==> config.mk <==
export PLATFORM = sky130hd
export DESIGN_NAME = ppi_sync_ports
export DESIGN_NICKNAME = d
export VERILOG_FILES = /design/src/rtl/ppi_sync_ports.sv
export SDC_FILE = /design/constraint.sdc
export NUM_CORES = 1
export LEC_CHECK = 0
export ABC_AREA = 1
export CORE_MARGIN = 4
export CORE_UTILIZATION = 49
export DETAILED_ROUTE_END_ITERATION = 12
export GPL_TIMING_DRIVEN = 0
export HOLD_SLACK_MARGIN = 0.03
export PLACE_DENSITY = 0.79
export SYNTH_ARGS = -nofsm -noshare
export SYNTH_HDL_FRONTEND = slang
export SYNTH_SLANG_ARGS = --single-unit
==> constraint.sdc <==
create_clock -name CLK -period 1.5 [get_ports CLK]
set_input_delay 0.225 -clock CLK [delete_from_list [all_inputs] [get_ports CLK]]
set_output_delay 0.225 -clock CLK [all_outputs]
set_load 0.1 [all_outputs]
==> src/rtl/ppi_sync_ports.sv <==
`default_nettype none
// ============================================================================
// Module      : ppi_sync_ports
// Description : Clocked 8255-style parallel port block with NUM_PORTS ports,
//               per-port direction, bit set/reset on the last port and a
//               strobed handshake on port 0 (IBF / OBF_N / INTR).
//               Optional macro PPI_INPUT_SYNC_EN adds 2-flop synchronisers
//               on P_IN, STB_N and ACK_N.
// Revision    : 1.0 - initial release
// ============================================================================
module ppi_sync_ports #(
    parameter int DATA_W    = 8,
    parameter int NUM_PORTS = 3,
    parameter int ADDR_W    = 3
) (
    input  logic                          CLK,
    input  logic                          RST,
    input  logic                          CS_N,
    input  logic                          RD_N,
    input  logic                          WR_N,
    input  logic [ADDR_W-1:0]             A,
    input  logic [DATA_W-1:0]             DIN,
    output logic [DATA_W-1:0]             DOUT,
    output logic                          DOUT_EN,
    input  logic [NUM_PORTS*DATA_W-1:0]   P_IN,
    output logic [NUM_PORTS*DATA_W-1:0]   P_OUT,
    output logic [NUM_PORTS-1:0]          P_OE,
    input  logic                          STB_N,
    input  logic                          ACK_N,
    output logic                          IBF,
    output logic                          OBF_N,
    output logic                          INTR
);

    localparam int c_pin_w    = NUM_PORTS * DATA_W;
    localparam int c_bsr_base = (NUM_PORTS - 1) * DATA_W;

    // ------------------------------------------------------------------------
    // Pin front-end
    // ------------------------------------------------------------------------
    logic [c_pin_w-1:0] w_pin;
    logic               w_stb_n;
    logic               w_ack_n;

`ifdef PPI_INPUT_SYNC_EN
    logic [c_pin_w-1:0] pin_m1_q, pin_m1_d;
    logic [c_pin_w-1:0] pin_m2_q, pin_m2_d;
    logic [1:0]         hs_m1_q, hs_m1_d;
    logic [1:0]         hs_m2_q, hs_m2_d;

    always_comb begin
        pin_m1_d = P_IN;
        pin_m2_d = pin_m1_q;
        hs_m1_d  = {ACK_N, STB_N};
        hs_m2_d  = hs_m1_q;
    end

    // Reset to the asserted-low level so a strobe held low through reset
    // never appears as a fresh falling edge downstream.
    always_ff @(posedge CLK) begin
        if (RST) begin
            pin_m1_q <= '0;
            pin_m2_q <= '0;
            hs_m1_q  <= '0;
            hs_m2_q  <= '0;
        end else begin
            pin_m1_q <= pin_m1_d;
            pin_m2_q <= pin_m2_d;
            hs_m1_q  <= hs_m1_d;
            hs_m2_q  <= hs_m2_d;
        end
    end

    assign w_pin   = pin_m2_q;
    assign w_stb_n = hs_m2_q[0];
    assign w_ack_n = hs_m2_q[1];
`else
    assign w_pin   = P_IN;
    assign w_stb_n = STB_N;
    assign w_ack_n = ACK_N;
`endif

    // ------------------------------------------------------------------------
    // State
    // ------------------------------------------------------------------------
    logic [NUM_PORTS-1:0] dir_q,       dir_d;
    logic                 strobe_en_q, strobe_en_d;
    logic [c_pin_w-1:0]   pout_q,      pout_d;
    logic [c_pin_w-1:0]   pin_s_q,     pin_s_d;
    logic [DATA_W-1:0]    latch_q,     latch_d;
    logic [DATA_W-1:0]    dout_q,      dout_d;
    logic                 dout_en_q,   dout_en_d;
    logic                 ibf_q,       ibf_d;
    logic                 obf_n_q,     obf_n_d;
    logic                 written_q,   written_d;
    logic                 wr_act_q,    wr_act_d;
    logic                 rd_act_q,    rd_act_d;
    logic                 rd0_q,       rd0_d;
    logic                 stb_s_q,     stb_s_d;
    logic                 stb_prev_q,  stb_prev_d;
    logic                 ack_s_q,     ack_s_d;
    logic                 ack_prev_q,  ack_prev_d;

    logic                 w_wr_act;
    logic                 w_rd_act;
    logic                 w_wr_fire;
    logic                 w_rd0_end;
    logic                 w_stb_fall;
    logic                 w_ack_fall;
    logic                 w_strobe_in;
    logic                 w_strobe_out;
    logic [DATA_W-1:0]    w_rd_val;

    assign w_wr_act     = ~CS_N & ~WR_N;
    assign w_rd_act     = ~CS_N & ~RD_N;
    assign w_wr_fire    = w_wr_act & ~wr_act_q;
    assign w_rd0_end    = rd0_q & ~w_rd_act;
    assign w_stb_fall   = stb_prev_q & ~stb_s_q;
    assign w_ack_fall   = ack_prev_q & ~ack_s_q;
    assign w_strobe_in  = strobe_en_q &  dir_q[0];
    assign w_strobe_out = strobe_en_q & ~dir_q[0];

    // ------------------------------------------------------------------------
    // Read data selection
    // ------------------------------------------------------------------------
    always_comb begin
        w_rd_val = '0;
        for (int k = 0; k < NUM_PORTS; k++) begin
            if (int'(A) == k) begin
                if (!dir_q[k]) begin
                    w_rd_val = pout_q[k*DATA_W +: DATA_W];
                end else if (k == 0 && strobe_en_q) begin
                    w_rd_val = latch_q;
                end else begin
                    w_rd_val = pin_s_q[k*DATA_W +: DATA_W];
                end
            end
        end
        if (int'(A) == NUM_PORTS) begin
            w_rd_val[7]             = 1'b1;
            w_rd_val[6]             = strobe_en_q;
            w_rd_val[NUM_PORTS-1:0] = dir_q;
        end
    end

    // ------------------------------------------------------------------------
    // Next-state logic
    // ------------------------------------------------------------------------
    always_comb begin
        dir_d       = dir_q;
        strobe_en_d = strobe_en_q;
        pout_d      = pout_q;
        latch_d     = latch_q;
        ibf_d       = ibf_q;
        obf_n_d     = obf_n_q;
        written_d   = written_q;
        dout_d      = w_rd_act ? w_rd_val : dout_q;
        dout_en_d   = w_rd_act;
        wr_act_d    = w_wr_act;
        rd_act_d    = w_rd_act;
        rd0_d       = w_rd_act & (A == '0);
        pin_s_d     = w_pin;
        stb_s_d     = w_stb_n;
        stb_prev_d  = stb_s_q;
        ack_s_d     = w_ack_n;
        ack_prev_d  = ack_s_q;

        // Strobe is evaluated after read-end so it wins a same-cycle collision.
        if (w_strobe_in) begin
            if (w_rd0_end) begin
                ibf_d = 1'b0;
            end
            if (w_stb_fall) begin
                ibf_d   = 1'b1;
                latch_d = pin_s_q[DATA_W-1:0];
            end
        end

        if (w_strobe_out && w_ack_fall) begin
            obf_n_d = 1'b1;
        end

        if (w_wr_fire) begin
            if (int'(A) < NUM_PORTS) begin
                for (int k = 0; k < NUM_PORTS; k++) begin
                    if (int'(A) == k) begin
                        pout_d[k*DATA_W +: DATA_W] = DIN;
                    end
                end
                // Write overrides an ACK arriving in the same cycle.
                if (A == '0 && w_strobe_out) begin
                    obf_n_d   = 1'b0;
                    written_d = 1'b1;
                end
            end else if (int'(A) == NUM_PORTS) begin
                if (DIN[7]) begin
                    dir_d       = DIN[NUM_PORTS-1:0];
                    strobe_en_d = DIN[6];
                    pout_d      = '0;
                    ibf_d       = 1'b0;
                    obf_n_d     = 1'b1;
                    written_d   = 1'b0;
                end else begin
                    for (int b = 0; b < DATA_W; b++) begin
                        if (int'(DIN[6:1]) == b) begin
                            pout_d[c_bsr_base + b] = DIN[0];
                        end
                    end
                end
            end
        end
    end

    // ------------------------------------------------------------------------
    // Registers
    // ------------------------------------------------------------------------
    always_ff @(posedge CLK) begin
        if (RST) begin
            dir_q       <= '1;
            strobe_en_q <= 1'b0;
            pout_q      <= '0;
            latch_q     <= '0;
            ibf_q       <= 1'b0;
            obf_n_q     <= 1'b1;
            written_q   <= 1'b0;
            dout_q      <= '0;
            dout_en_q   <= 1'b0;
            wr_act_q    <= 1'b0;
            rd_act_q    <= 1'b0;
            rd0_q       <= 1'b0;
            pin_s_q     <= '0;
            stb_s_q     <= 1'b0;
            stb_prev_q  <= 1'b0;
            ack_s_q     <= 1'b0;
            ack_prev_q  <= 1'b0;
        end else begin
            dir_q       <= dir_d;
            strobe_en_q <= strobe_en_d;
            pout_q      <= pout_d;
            latch_q     <= latch_d;
            ibf_q       <= ibf_d;
            obf_n_q     <= obf_n_d;
            written_q   <= written_d;
            dout_q      <= dout_d;
            dout_en_q   <= dout_en_d;
            wr_act_q    <= wr_act_d;
            rd_act_q    <= rd_act_d;
            rd0_q       <= rd0_d;
            pin_s_q     <= pin_s_d;
            stb_s_q     <= stb_s_d;
            stb_prev_q  <= stb_prev_d;
            ack_s_q     <= ack_s_d;
            ack_prev_q  <= ack_prev_d;
        end
    end

    assign P_OUT   = pout_q;
    assign P_OE    = ~dir_q;
    assign DOUT    = dout_q;
    assign DOUT_EN = dout_en_q;
    assign IBF     = ibf_q;
    assign OBF_N   = obf_n_q;
    assign INTR    = strobe_en_q & (dir_q[0] ? ibf_q : (obf_n_q & written_q));

endmodule
`default_nettype wire

-- Yosys cells after proc, flatten, opt, wreduce, memory -nomap -nowiden
Index checks and enable logic that the tools add are counted.
- $add $sub $neg: 0
- magnitude comparators: 1
- bitwise operators: 21
- muxes and demuxes: 42
- divide/modulo/power cells: 0
- shift-type cells: 0
- multiply operators: 0
- eq/ne operators: 14
- reduce and logical (&&, ||, !) cells: 28
- operator list (operator ; number):
    $mux 8 ; 11
    $mux 24 ; 2
    $reduce_and 4->1 ; 12
    $mux 1 ; 26
    $eq 6x4->1 const B ; 4
    $reduce_bool 3->1 ; 8
    $mux 16 ; 1
    $eq 6x3->1 const B ; 2
    $and 1x1->1 ; 11
    $not 1->1 ; 9
    $eq 3x3->1 const B ; 2
    $eq 6x2->1 const B ; 1
    $logic_not 3->1 ; 2
    $logic_not 6->1 ; 1
    $ne 2x2->1 const B ; 3
    $reduce_bool 2->1 ; 2
    $eq 3x2->1 const B ; 1
    $lt 3x2->1 const B ; 1
    $mux 3 ; 1
    $not 3->3 ; 1
    $logic_and 1x1->1 ; 2
    $mux 2 ; 1
    $ne 2x1->1 const B ; 1
    $reduce_and 2->1 ; 1
- register bits after elaboration: 78
- input bits: 42
- latch bits: 0
- memory bits (read-only): 0
- memories kept: 0
- RAM bits: 0
- output and inout bits: 39

-- Longest topological paths before layout
- depth in word-level cells: 11
- gate-level depth with buffers: 9
- gate-level depth less buffers: 8

-- Worst setup path before layout
Ideal clock, no wire load.
- path type: register -> output
- start: register dir_q[0]
- end: output INTR
- path buffers: 1
- stages on the path, launching flop included: 6
- slack: -0.841 ns
- data required time: 1.275 ns
- data arrival time: 2.116 ns
- cell sequence: dfxtp_1 -> buf_2 -> inv_1 -> nand2_1 -> inv_1 -> a32o_1
- word-level cells in the longest chain between the ends: 2
- RTL lines (item ; RTL line ; source):
    start, declared ; 86 ; logic [NUM_PORTS-1:0] dir_q, dir_d;
    start signal, assigned ; 237 ; dir_q <= dir_d;
    $mux 1 ; 263 ; assign INTR = strobe_en_q & (dir_q[0] ? ibf_q : (obf_n_q & written_q));
    $and 1x1->1 ; 263 ;
    end, declared ; 32 ; output logic INTR
No other way between the ends.

-- Final worst setup path
Same ends and word-level chain as after synthesis.

==> flow_metrics.tcl <==
set metrics [dict create \
    cts_tree "done" \
    finish.instance_area_sq_um 4540 \
    io_pins 81 \
    drc 0 \
    hold_class "primary input to flop" \
    viasPerCell 5.27 \
    initial_utilization 0.501 \
    synth_mux_area_frac 0 \
    hold_ws_ns 0.171 \
    period_minus_slack_ns 1.69 \
    pwr-share-seq 0.485 \
    place_hpwl_mm 7.35 \
    cts.sinks 78 \
    synth_area_sq_um 3390 \
    finalHoldViolCount 0 \
    irDropWorstVdd_uv 553 \
    swShare 0.279 \
    max_stage_delay_ns 0.33 \
    drv_slew 0 \
    ys_async_sr_fraction 0 \
    synth_fp_nets 529 \
    pwr-share-comb 0.139 \
    cp_top_family "buffers and inverters" \
    cts_max_level 3 \
    wl_per_cell_microns 14.7 \
    dp_slack_ns -0.737 \
    grt-ovfl-total 0 \
    port_buffers 79 \
    setup_viol 1 \
    antenna_left 0 \
    p_int_mw 3.22 \
    wl_met2_mm 4.65 \
    violations "setup timing" \
    ys_types 25 \
    final_util 0.671 \
    ys_ff_latch 78 \
    die_area_sq_um 8310 \
    ys_seq_area_frac 0.461 \
    die_w_microns 91.2 \
    synth-xor-area-share 0 \
    place_area_sq_um 4310 \
    grt.total_usage 0.233 \
    fin_cells 670 \
    worstMarginPinSlew_ns 0.549 \
    fmax_mhz 591 \
    route.met3.wl_microns 733 \
    synth.avg_cell_area_sq_um 6.96 \
    ctsLongestPathBuffers 2 \
    fp-row-count 30 \
    synth_cells 487 \
    areaGrowthSynthToFinish_pct 33.9 \
    crit_path_end_kind "primary output" \
    synthSimpleGateAreaFrac 0.323 \
    met1_length_mm 4.15 \
    fin_crit_sh 1.13 \
    drv_cap 0 \
    antenna_found_initial 0 \
    crit_buf_inv 4 \
    final.setup.tns_ns -0.192 \
    vias 3529 \
    worstSetupPathType "flop to primary output" \
    dr.pass1.iters 5 \
    clockRootBuffer "clkbuf_8" \
    clk_pin_slew_ns 0.08 \
    die_h_microns 91.2 \
    dp_cells 646 \
    synth_area_leaders "dfxtp_1 (46%), nand2_1 (12%), nor2_1 (10%)" \
    yosysTopAreaCellShare 0.461 \
    gp_congestion 0.861 \
    insertion_delay_ns 0.36 \
    yosys.area_share.adder 0 \
    nNetsFinal 627 \
    cp_cell_sequence "buf_6, clkinvlp_4, nand2_2, inv_2, a32o_4, buf_12" \
    finalPower_mw 4.46 \
    cp_slowest_cell "dfxtp_2" \
    run_status "finished with violations" \
    diodes 0 \
    fp.coreArea_sq_um 6760 \
    top_layer_used "met4" \
    drive_gt1_frac 0.197 \
    p_per_area_nw_per_um2 984 \
    p_leak_nw 2.12 \
    worst_slack_ns -0.192 \
    synth_top_family_by_area "simple AND/OR/NAND/NOR gates" \
    cp.arrival_ns 1.47 \
    cts_buffers 9 \
    grt_start_max_net_pins 15 \
    rsz0062_at_grt "yes" \
    start_kind "flop" \
    synth.most_common_cell "nand2_1" \
    wl_mm 9.83 \
    grt_pass1_vias 3243 \
    clockPowerShare 0.376 \
    yosys_warnings 0 \
    synthTopCellsByCount "nand2_1 (108), nor2_1 (92), dfxtp_1 (78)" \
    worst_ep_required_time_ns 1.27 \
    grt_pass1_wl_mm 15.4 \
    synth-edff-count 0 \
    crit_fanout 5 \
    drt_first_iter_violations 268 \
    power.switching_mw 1.24 \
    yosysTopAreaCell "dfxtp_1" \
    synthFlopType "dfxtp_1" \
    synth_compound_area_frac 0.124 \
    slew_headroom 0.634 \
    finalClockSkew_ns 0.00770 \
]
==> per-layer routing <==
metal  GRT usage  vias up
met5           0        -
met4      0.0892        0
met3      0.0630       25
met2       0.392      139
met1       0.284     1635
li1            -     1730
==> final cells by class <==
cell class                 count  area, sq um
clock buffer                  11          151
tap                           80          100
timing repair buffer          89          767
fill                         626         2220
sequential                    78         1570
buffer                        16         91.3
inverter                      61          235
clock inverter                 5         63.8
multi-input combinational    330         1560
==> power groups by stage <==
stage | Sequential [mW] | Clock, mW | Combinational [mW]
CTS | 2.16 | 1.68 | 0.618
global route | 2.17 | 1.77 | 0.668
detailed placement | 2.21 | 0 | 0.618
global placement | 2.21 | 0 | 0.608
floorplan | 2.36 | 0 | 0.228
finish | 2.16 | 1.68 | 0.622
==> kinds of logic (layout without fill, tap and decap cells) <==
family | after synthesis | count (layout)
and+or+nand+nor | 255 | 255
buffers and inverters | 79 | 182
DFF | 78 | 78
AOI/OAI and AO/OA | 75 | 75
==> placed cells by master (no fill, tap or decap), types with 4 or more instances in the layout <==
cell / netlist / final
buf_6: 0 / 4
dfxtp_1: 78 / 70
or2_2: 10 / 10
nand2_1: 108 / 103
o211ai_1: 16 / 16
clkbuf_8: 0 / 11
buf_2: 6 / 26
clkbuf_1: 8 / 6
nand3_1: 32 / 32
clkdlybuf4s50_1: 0 / 36
clkdlybuf4s15_2: 0 / 5
inv_1: 57 / 55
nand2_2: 3 / 8
buf_4: 2 / 14
a21oi_1: 35 / 33
o21ai_0: 22 / 21
clkdlybuf4s18_2: 0 / 5
dfxtp_2: 0 / 8
nor2_1: 92 / 90
==> repair_timing <==
item	in CTS	in global routing
setup endpoints to repair	76	31
resized for setup	192	23
hold endpoints to repair	0	0
hold buffers	0	0
buffers inserted	5	7
pin swaps	4	5
==> worst paths after layout <==
path / start / end / slack, ns / depth (start not counted)
hold / removal: CS_N / wr_act_q / 0.17 / 2
hold reg to reg: stb_prev_d / stb_prev_q / 0.44 / 2
setup / recovery: dir_q[0] / INTR / -0.19 / 6
setup reg to reg: dir_q[0] / IBF / 0.05 / 7
==> registers in the layout, indices dropped and copies added (netlist names), 3 cells and up <==
register and cells:
DOUT 8, pin_s_q 24, dir_q 3, latch_q 8, P_OUT 24
Power figures use the tool's default switching activity.
